[src/rtl/damage_accumulator.sv]
// rtl/damage_accumulator.sv - per-tick combat resolver: target search plus in-range attack summation
//
// Purpose:
//   On Start, scans the 16 friendly-unit slots and the 16 enemy slots twice
//   through one shared index. The first pass (FIND) picks the frontmost live
//   target on each side. The second pass (ACCUM) sums the attack of every
//   attacker that is in range of the opposing target. Results are registered
//   and held until the next tick completes.
//
// Ports:
//   Clk                : system clock, rising edge
//   Reset              : synchronous, active-high reset
//   Start              : tick request, only sampled in IDLE
//   scanIndex[3:0]     : slot index driven to both register files
//   unitAlive/unitPos[9:0]/unitAttack[7:0]    : unit[scanIndex] read data
//   enemyAlive/enemyPos[9:0]/enemyAttack[7:0] : enemy[scanIndex] read data
//   unitDamageSelect[4:0]  : friendly target (0-15 slot, 16 = friendly tower)
//   enemyDamageSelect[4:0] : enemy target (0-15 slot, 16 = enemy tower)
//   totalUnitDamage[11:0]  : friendly attack applied to enemyDamageSelect
//   totalEnemyDamage[11:0] : enemy attack applied to unitDamageSelect
//   Busy               : high while scanning (FIND and ACCUM)
//   Done               : one-cycle pulse when new results are on the outputs

module damage_accumulator #(
  parameter int unsigned UNIT_RANGE         = 40,
  parameter int unsigned ENEMY_RANGE        = 40,
  parameter int unsigned FRIENDLY_TOWER_POS = 20,
  parameter int unsigned ENEMY_TOWER_POS    = 620
) (
  input  logic        Clk,
  input  logic        Reset,
  input  logic        Start,
  output logic [3:0]  scanIndex,
  input  logic        unitAlive,
  input  logic [9:0]  unitPos,
  input  logic [7:0]  unitAttack,
  input  logic        enemyAlive,
  input  logic [9:0]  enemyPos,
  input  logic [7:0]  enemyAttack,
  output logic [4:0]  unitDamageSelect,
  output logic [4:0]  enemyDamageSelect,
  output logic [11:0] totalUnitDamage,
  output logic [11:0] totalEnemyDamage,
  output logic        Busy,
  output logic        Done
);

  typedef enum logic [1:0] {
    S_IDLE  = 2'd0,
    S_FIND  = 2'd1,
    S_ACCUM = 2'd2,
    S_DONE  = 2'd3
  } state_t;

  localparam logic [4:0]  TOWER_SEL   = 5'b10000;
  localparam logic [9:0]  ET_TOWER    = 10'(ENEMY_TOWER_POS);
  localparam logic [9:0]  FT_TOWER    = 10'(FRIENDLY_TOWER_POS);
  localparam logic [10:0] U_RANGE_11  = 11'(UNIT_RANGE);
  localparam logic [10:0] E_RANGE_11  = 11'(ENEMY_RANGE);

  state_t      r_state;
  state_t      w_next;
  logic [3:0]  r_idx;

  // Working target registers; select bit 4 set means "no live slot found yet".
  logic [4:0]  r_et_sel;
  logic [9:0]  r_et_pos;
  logic [4:0]  r_ft_sel;
  logic [9:0]  r_ft_pos;

  logic [11:0] r_u_acc;
  logic [11:0] r_e_acc;

  logic [4:0]  r_out_usel;
  logic [4:0]  r_out_esel;
  logic [11:0] r_out_utot;
  logic [11:0] r_out_etot;
  logic        r_done;

  logic        w_last;
  logic        w_enemy_better;
  logic        w_unit_better;
  logic [10:0] w_u_diff;
  logic [10:0] w_e_diff;
  logic        w_u_hit;
  logic        w_e_hit;
  logic [11:0] w_u_sum;
  logic [11:0] w_e_sum;

  assign w_last = (r_idx == 4'd15);

  // Strict compares keep the earlier (lower-index) slot on position ties.
  assign w_enemy_better = enemyAlive && (r_et_sel[4] || (enemyPos < r_et_pos));
  assign w_unit_better  = unitAlive  && (r_ft_sel[4] || (unitPos  > r_ft_pos));

  // 11-bit differences; the ordering guard rejects targets already passed.
  assign w_u_diff = {1'b0, r_et_pos} - {1'b0, unitPos};
  assign w_e_diff = {1'b0, enemyPos} - {1'b0, r_ft_pos};
  assign w_u_hit  = unitAlive  && (r_et_pos >= unitPos)  && (w_u_diff <= U_RANGE_11);
  assign w_e_hit  = enemyAlive && (enemyPos >= r_ft_pos) && (w_e_diff <= E_RANGE_11);
  assign w_u_sum  = r_u_acc + (w_u_hit ? {4'd0, unitAttack}  : 12'd0);
  assign w_e_sum  = r_e_acc + (w_e_hit ? {4'd0, enemyAttack} : 12'd0);

  always_comb begin
    w_next = r_state;
    Busy   = 1'b0;
    case (r_state)
      S_IDLE:  if (Start) w_next = S_FIND;
      S_FIND: begin
        Busy = 1'b1;
        if (w_last) w_next = S_ACCUM;
      end
      S_ACCUM: begin
        Busy = 1'b1;
        if (w_last) w_next = S_DONE;
      end
      S_DONE:  w_next = S_IDLE;
      default: w_next = S_IDLE;
    endcase
  end

  always_ff @(posedge Clk) begin
    if (Reset) begin
      r_state    <= S_IDLE;
      r_idx      <= 4'd0;
      r_et_sel   <= TOWER_SEL;
      r_et_pos   <= ET_TOWER;
      r_ft_sel   <= TOWER_SEL;
      r_ft_pos   <= FT_TOWER;
      r_u_acc    <= 12'd0;
      r_e_acc    <= 12'd0;
      r_out_usel <= TOWER_SEL;
      r_out_esel <= TOWER_SEL;
      r_out_utot <= 12'd0;
      r_out_etot <= 12'd0;
      r_done     <= 1'b0;
    end else begin
      r_state <= w_next;
      r_done  <= 1'b0;
      case (r_state)
        S_IDLE: begin
          r_idx <= 4'd0;
          if (Start) begin
            r_et_sel <= TOWER_SEL;
            r_et_pos <= ET_TOWER;
            r_ft_sel <= TOWER_SEL;
            r_ft_pos <= FT_TOWER;
            r_u_acc  <= 12'd0;
            r_e_acc  <= 12'd0;
          end
        end
        S_FIND: begin
          if (w_enemy_better) begin
            r_et_sel <= {1'b0, r_idx};
            r_et_pos <= enemyPos;
          end
          if (w_unit_better) begin
            r_ft_sel <= {1'b0, r_idx};
            r_ft_pos <= unitPos;
          end
          // Wraps 15 -> 0 so ACCUM starts at slot 0.
          r_idx <= r_idx + 4'd1;
        end
        S_ACCUM: begin
          r_u_acc <= w_u_sum;
          r_e_acc <= w_e_sum;
          r_idx   <= r_idx + 4'd1;
          if (w_last) begin
            // Slot 15's contribution is folded in directly on the DONE-entry edge.
            r_out_esel <= r_et_sel;
            r_out_usel <= r_ft_sel;
            r_out_utot <= w_u_sum;
            r_out_etot <= w_e_sum;
            r_done     <= 1'b1;
          end
        end
        S_DONE:  r_idx <= 4'd0;
        default: r_idx <= 4'd0;
      endcase
    end
  end

  assign scanIndex         = r_idx;
  assign unitDamageSelect  = r_out_usel;
  assign enemyDamageSelect = r_out_esel;
  assign totalUnitDamage   = r_out_utot;
  assign totalEnemyDamage  = r_out_etot;
  assign Done              = r_done;

endmodule
[config.mk]
export PLATFORM = sky130hd
export DESIGN_NAME = damage_accumulator
export DESIGN_NICKNAME = d
export VERILOG_FILES = /design/src/rtl/damage_accumulator.sv
export SDC_FILE = /design/constraint.sdc
export NUM_CORES = 1
export LEC_CHECK = 0
export CORE_ASPECT_RATIO = 0.6
export CORE_MARGIN = 4
export CORE_UTILIZATION = 60
export CTS_CLUSTER_SIZE = 8
export DETAILED_ROUTE_END_ITERATION = 10
export DONT_BUFFER_PORTS = 1
export GPL_TIMING_DRIVEN = 1
export PLACE_DENSITY = 0.79
export SYNTH_ARGS = -nofsm -noshare
export SYNTH_HDL_FRONTEND = slang
export SYNTH_SLANG_ARGS = --single-unit
export TNS_END_PERCENT = 30
[constraint.sdc]
create_clock -name Clk -period 4.8 [get_ports Clk]
set_input_delay 0.48 -clock Clk [delete_from_list [all_inputs] [get_ports Clk]]
set_output_delay 0.48 -clock Clk [all_outputs]
set_load 0.02 [all_outputs]
# Word-level counts from Yosys, hierarchy flattened
# Cells that the tools add are included.
[word_totals]
register_bits = 95
latch_bits = 0
mem_bits_rw = 0
mem_bits_ro = 0
input_bits = 41
out_inout_bits = 40
elab_cells = 76
n_memories = 0
[op_classes]
add_sub_neg = 5
mul = 0
div = 0
order_cmp = 6
n_eq_ne = 9
shift = 0
muxes = 23
bitwise = 1
reduce_logical = 19
[op_table]
columns = ["operator", "count"]
rows = [
  ["one-hot mux 12 bit (2 select lines)", 2],
  ["2-to-1 mux 10 bit", 4],
  ["one-hot mux 10 bit (2 select lines)", 2],
  ["adder 12 x 8 -> 12 bit", 2],
  ["<= comparator 11 x 6 -> 1 bit, second input constant", 2],
  ["subtractor 10 x 10 -> 11 bit", 2],
  [">= comparator 10 bit", 2],
  ["one-hot mux 5 bit (2 select lines)", 2],
  ["2-to-1 mux 8 bit", 2],
  ["2-to-1 mux 5 bit", 3],
  ["2-to-1 mux 12 bit", 1],
  ["> comparator 10 bit", 1],
  ["< comparator 10 bit", 1],
  ["!= test 2 bit, second input constant", 5],
  ["AND reduction 3 bit", 3],
  ["one-hot mux 2 bit (4 select lines)", 1],
  ["one-hot mux 4 bit (2 select lines)", 1],
  ["logical AND 1 bit", 6],
  ["2-to-1 mux 2 bit", 3],
  ["OR reduction 2 bit", 3],
  ["adder 4 x 1 -> 4 bit, second input constant", 1],
  ["equality test 2 bit, second input constant", 2],
  ["equality test 4 bit, second input constant", 1],
  ["AND reduction 2 bit", 2],
  ["other kinds (6)", 9],
]

# Logic depth before layout (Yosys ltp)
[logic_depth]
word_depth = 6
depth_mapped = 16
depth_no_buf = 16

# Worst setup path before layout
# No wires, ideal clock.
[synth_path]
path_kind = "in2reg"
startpoint = "input unitPos[1]"
endpoint = "register r_out_utot[10], in the netlist totalUnitDamage[10]"
setup_ns = 0.086
t_arrival_ns = 3.706
required_ns = 4.714
slack_ns = 1.009
path_stages = 16
path_buffers = 0
path_cell_list = "inv_1 ha_1 nor2b_1 o2111ai_1 a311oi_1 a2111oi_0 o21ai_1 nor3_1 ha_1 fa_1 a21oi_1 o211ai_1 o41ai_2 nand3b_1 xor2_1 a211oi_1"
[synth_via]
elab_chain_len = 5
word_cells_on_any_way = 7
cone_classes = "add/sub: 2; order compare: 2; mux: 1; reduce/logical: 2"
[synth_rtl]
columns = ["item", "line", "source"]
rows = [
  ["start: declaration", "35", "input logic [9:0] unitPos,"],
  ["subtractor 10 x 10 -> 11 bit or >= comparator 10 bit (tied branches)", "97, 99", ""],
  ["<= comparator 11 x 6 -> 1 bit or logical AND 1 bit (tied branches)", "99", "assign w_u_hit = unitAlive && (r_et_pos >= unitPos) && (w_u_diff <= U_RANGE_11);"],
  ["logical AND 1 bit (*)", "99", ""],
  ["2-to-1 mux 8 bit (*)", "101", "assign w_u_sum = r_u_acc + (w_u_hit ? {4'd0, unitAttack} : 12'd0);"],
  ["adder 12 x 8 -> 12 bit (*)", "101", ""],
  ["end signal: assignment", "172", "r_out_utot <= w_u_sum;"],
  ["end: declaration", "76", "logic [11:0] r_out_utot;"],
]
# Every way passes the cells marked *; elsewhere a longest branch is shown, timed or not.
# A chain may end at the register's enable or synchronous reset.

# Worst setup path after layout
[layout_path]
startpoint = "register r_et_pos[1]"
endpoint = "register r_out_utot[10], in the netlist totalUnitDamage[10]"
[layout_via]
elab_chain_len = 5
word_cells_on_any_way = 7
cone_classes = "add/sub: 2; order compare: 2; mux: 1; reduce/logical: 2"
[layout_rtl]
columns = ["item", "line", "source"]
rows = [
  ["start: declaration", "67", "logic [9:0] r_et_pos;"],
  ["start signal: assignment", "155", "r_et_pos <= enemyPos;"],
  ["subtractor 10 x 10 -> 11 bit or >= comparator 10 bit (tied branches)", "97, 99", ""],
  ["<= comparator 11 x 6 -> 1 bit or logical AND 1 bit (tied branches)", "99", ""],
  ["logical AND 1 bit (*)", "99", ""],
  ["2-to-1 mux 8 bit (*)", "101", ""],
  ["adder 12 x 8 -> 12 bit (*)", "101", ""],
]
# Marks and branches as above.

==> results.ini <==
[route]
wl_met1_um=7070
vias=5280
drtPass1Iterations=6
met2WireLength_um=6630
met3_length_um=1800
vias_per_cell=6.25
final_antenna_net_count=0
wl_per_cell_um=18.6
dr.max_layer_used=met4
drt_iter0_markers=454
drc=0
postRouteWirelength_um=15700

[synth]
syn_avg_cell_area_um2=8.23
syn-num-nets=824
async_flop_share=0
ys_ff_latch=95
ys_seq_area_frac=0.321
ys_warn_count=0
synth_ff_type=dfxtp_1
ys_types=63
synth_edf_count=0
syn_inst=721
synth_area_um2=5930

[timing]
post-route-period-util=0.894
finalSetupViolations=0
finalSetupTns_ps=0
final.setup_skew_ps=7.51
period_needed_ps=4290
worstMarginPinSlew_ps=1250
relSlewSlack=0.164
hold_violations=0
max_freq_ghz=0.233
rsz0062_at_grt=no
final_max_slew_viol_count=0

[critical_path]
cp_top_family=compound AO/OA/AOI/OAI gates
startpoint_type=flip-flop
crit_slowest_cell=o211ai_1
r2r_end=totalUnitDamage[10]
slowest_delay_ps=600
cp.buffers_inverters=0
critPathMaxFanout=8
critPathArrivalTime_ps=4540
regToRegSetupSlack_ps=510
worstSetupEndpointType=flip-flop
path_class=flip-flop to flip-flop
rr_startpoint=r_et_pos[1]
required_ps=5050
crit_chain=ha_1 > nor2b_1 > o2111ai_1 > a311oi_1 > o211ai_1 > nor3_1 > ha_1 > fa_1 > a21oi_1 > o211ai_1 > o41ai_2 > nand3b_1 > xor2_1 > a211oi_1
crit_end=totalUnitDamage[10]
cp.depth=14
reg2reg_depth=14
critPathLaunch=r_et_pos[1]

[floorplanning]
die_width_um=136
boundaryPins=81
initial_core_util=0.632
die_y_um=85.0
core_area_um2=9390
die_area_um2=11600
rows=27

[clock_tree]
clkSlewWorstSetupHoldPaths_ps=70
cts_buffers=9
cts_tree=yes
clk_latency_ps=350
holdBufCountCts=0
cts.sinks=95
cts-root-buf=clkbuf_16
htreeDepth=3
ctsResizeCount=0
cts_buffer_depth=2
cts_setup_buffers=0

[cells_and_area]
layout_common_cells=dfxtp_1 (95), nand2_1 (77), inv_1 (69), ha_1 (60), nor2_1 (59)
final_common_cell=dfxtp_1
nFillCells=771
register_area_um2=1900
n_antenna_cell=0
area.growth.synth_to_final_pct=7.04
nets=813
stdcell_count=845
drive_gt1_frac=0.0490
multi_input_area_um2=3650

[outcome]
outcome=finished clean

[global_routing]
antenna_found_initial=0
grt_max_degree=79
grt_pass1_vias=5085
grt_use_total=0.274
grt_overflow=0
grt_pass1_wl_um=25300

[pwr]
leakagePower_nw=2.71
finalPower_w=0.00250
ir_drop_mv=0.273
powerDensity_nw_per_um2=394

[place]
dp.cells=829
finalWeightedCongestion=0.992
dp_hpwl_um=11900
numPortBuffers=0

[min_path]
hp-class=input pin to flip-flop

[flow_run]
maxCapViolCount=0

worst min-delay path by stage:
stage                      from              endpoint  slack, ps  cells past startpoint
floorplan           r_et_sel[0]  enemyDamageSelect[0]        430                      2
global placement    r_ft_sel[0]   unitDamageSelect[0]        440                      2
detailed placement  r_ft_sel[3]   unitDamageSelect[3]        440                      2
CTS                       Reset    totalUnitDamage[0]        180                      1
global route              Reset   totalEnemyDamage[8]        180                      1
finish                    Reset    totalUnitDamage[0]        190                      1
layout make-up:
| type | count | share of cell area |
|---|---|---|
| timing repair buffer | 4 | 0.00473 |
| sequential | 95 | 0.299 |
| tap | 130 | 0.0256 |
| clock inverter | 6 | 0.0181 |
| clock buffer | 10 | 0.0361 |
| multi-input combinational | 531 | 0.575 |
| inverter | 69 | 0.0408 |
power by group:
part | leakage (nW) | switching, W | internal [W] | total [W]
Combinational | 1.78 | 0.000482 | 0.000301 | 0.000784
Sequential | 0.767 | 0.0000494 | 0.000831 | 0.000880
Clock | 0.164 | 0.000326 | 0.000514 | 0.000839
Total | 2.71 | 0.000857 | 0.00165 | 0.00250
metal layers:
metal | global-route usage | vias up
met3 | 0.0877 | 30
met5 | 0 | -
met2 | 0.412 | 245
met1 | 0.379 | 2491
li1 | - | 2514
met4 | 0.0759 | 0
worst reg2reg max path, cell delays in order, from the launching register on:
cell       delay (ps)
dfxtp_1           450
ha_1              290
nor2b_1           160
o2111ai_1         240
a311oi_1          190
o211ai_1          600
nor3_1            150
ha_1              250
fa_1              420
a21oi_1           230
o211ai_1          200
o41ai_2           440
nand3b_1          230
xor2_1             90
a211oi_1          260
cell usage after synthesis, types with 12 or more instances:
cell / count / area [um^2]
xor2_1: 12 / 105
inv_1: 69 / 259
a211oi_1: 13 / 97.6
a22o_1: 13 / 114
nor3_1: 23 / 115
a21oi_1: 47 / 235
o21ai_0: 25 / 125
xnor2_1: 15 / 131
clkbuf_1: 18 / 67.6
ha_1: 60 / 751
nor2_1: 60 / 225
nand3_1: 16 / 80.1
nand2b_1: 23 / 144
nand2_1: 77 / 289
dfxtp_1: 95 / 1900
mux2i_1: 19 / 190
a22oi_1: 18 / 135
stage by stage:
step,setup slack (ps),hold slack (ps),cell area (um^2),utilization
final,510,195,6350,0.676
after CTS,628,185,6350,0.676
after floorplan,1010,432,5930,-
after detailed placement,564,440,6010,0.640
after global routing,201,180,6350,0.676
after global placement,855,439,6010,0.640
kinds of logic after synthesis:
logic type      share of synthesized area
buf+inv                            0.0641
simple gates                        0.193
flops                               0.321
compound gates                      0.216
xor+xnor                           0.0399
fa+ha+maj                           0.133
mux                                0.0340
registers in the layout, summed over array words and instances, names as in the netlist:
| name | flops |
|---|---|
| Done | 1 |
| enemyDamageSelect | 5 |
| r_e_acc | 12 |
| r_et_pos | 10 |
| r_et_sel | 5 |
| r_ft_pos | 10 |
| r_ft_sel | 5 |
| r_state | 2 |
| r_u_acc | 12 |
| scanIndex | 4 |
| totalEnemyDamage | 12 |
| totalUnitDamage | 12 |
| unitDamageSelect | 5 |
Note: power is estimated with default switching activity, not from simulation.
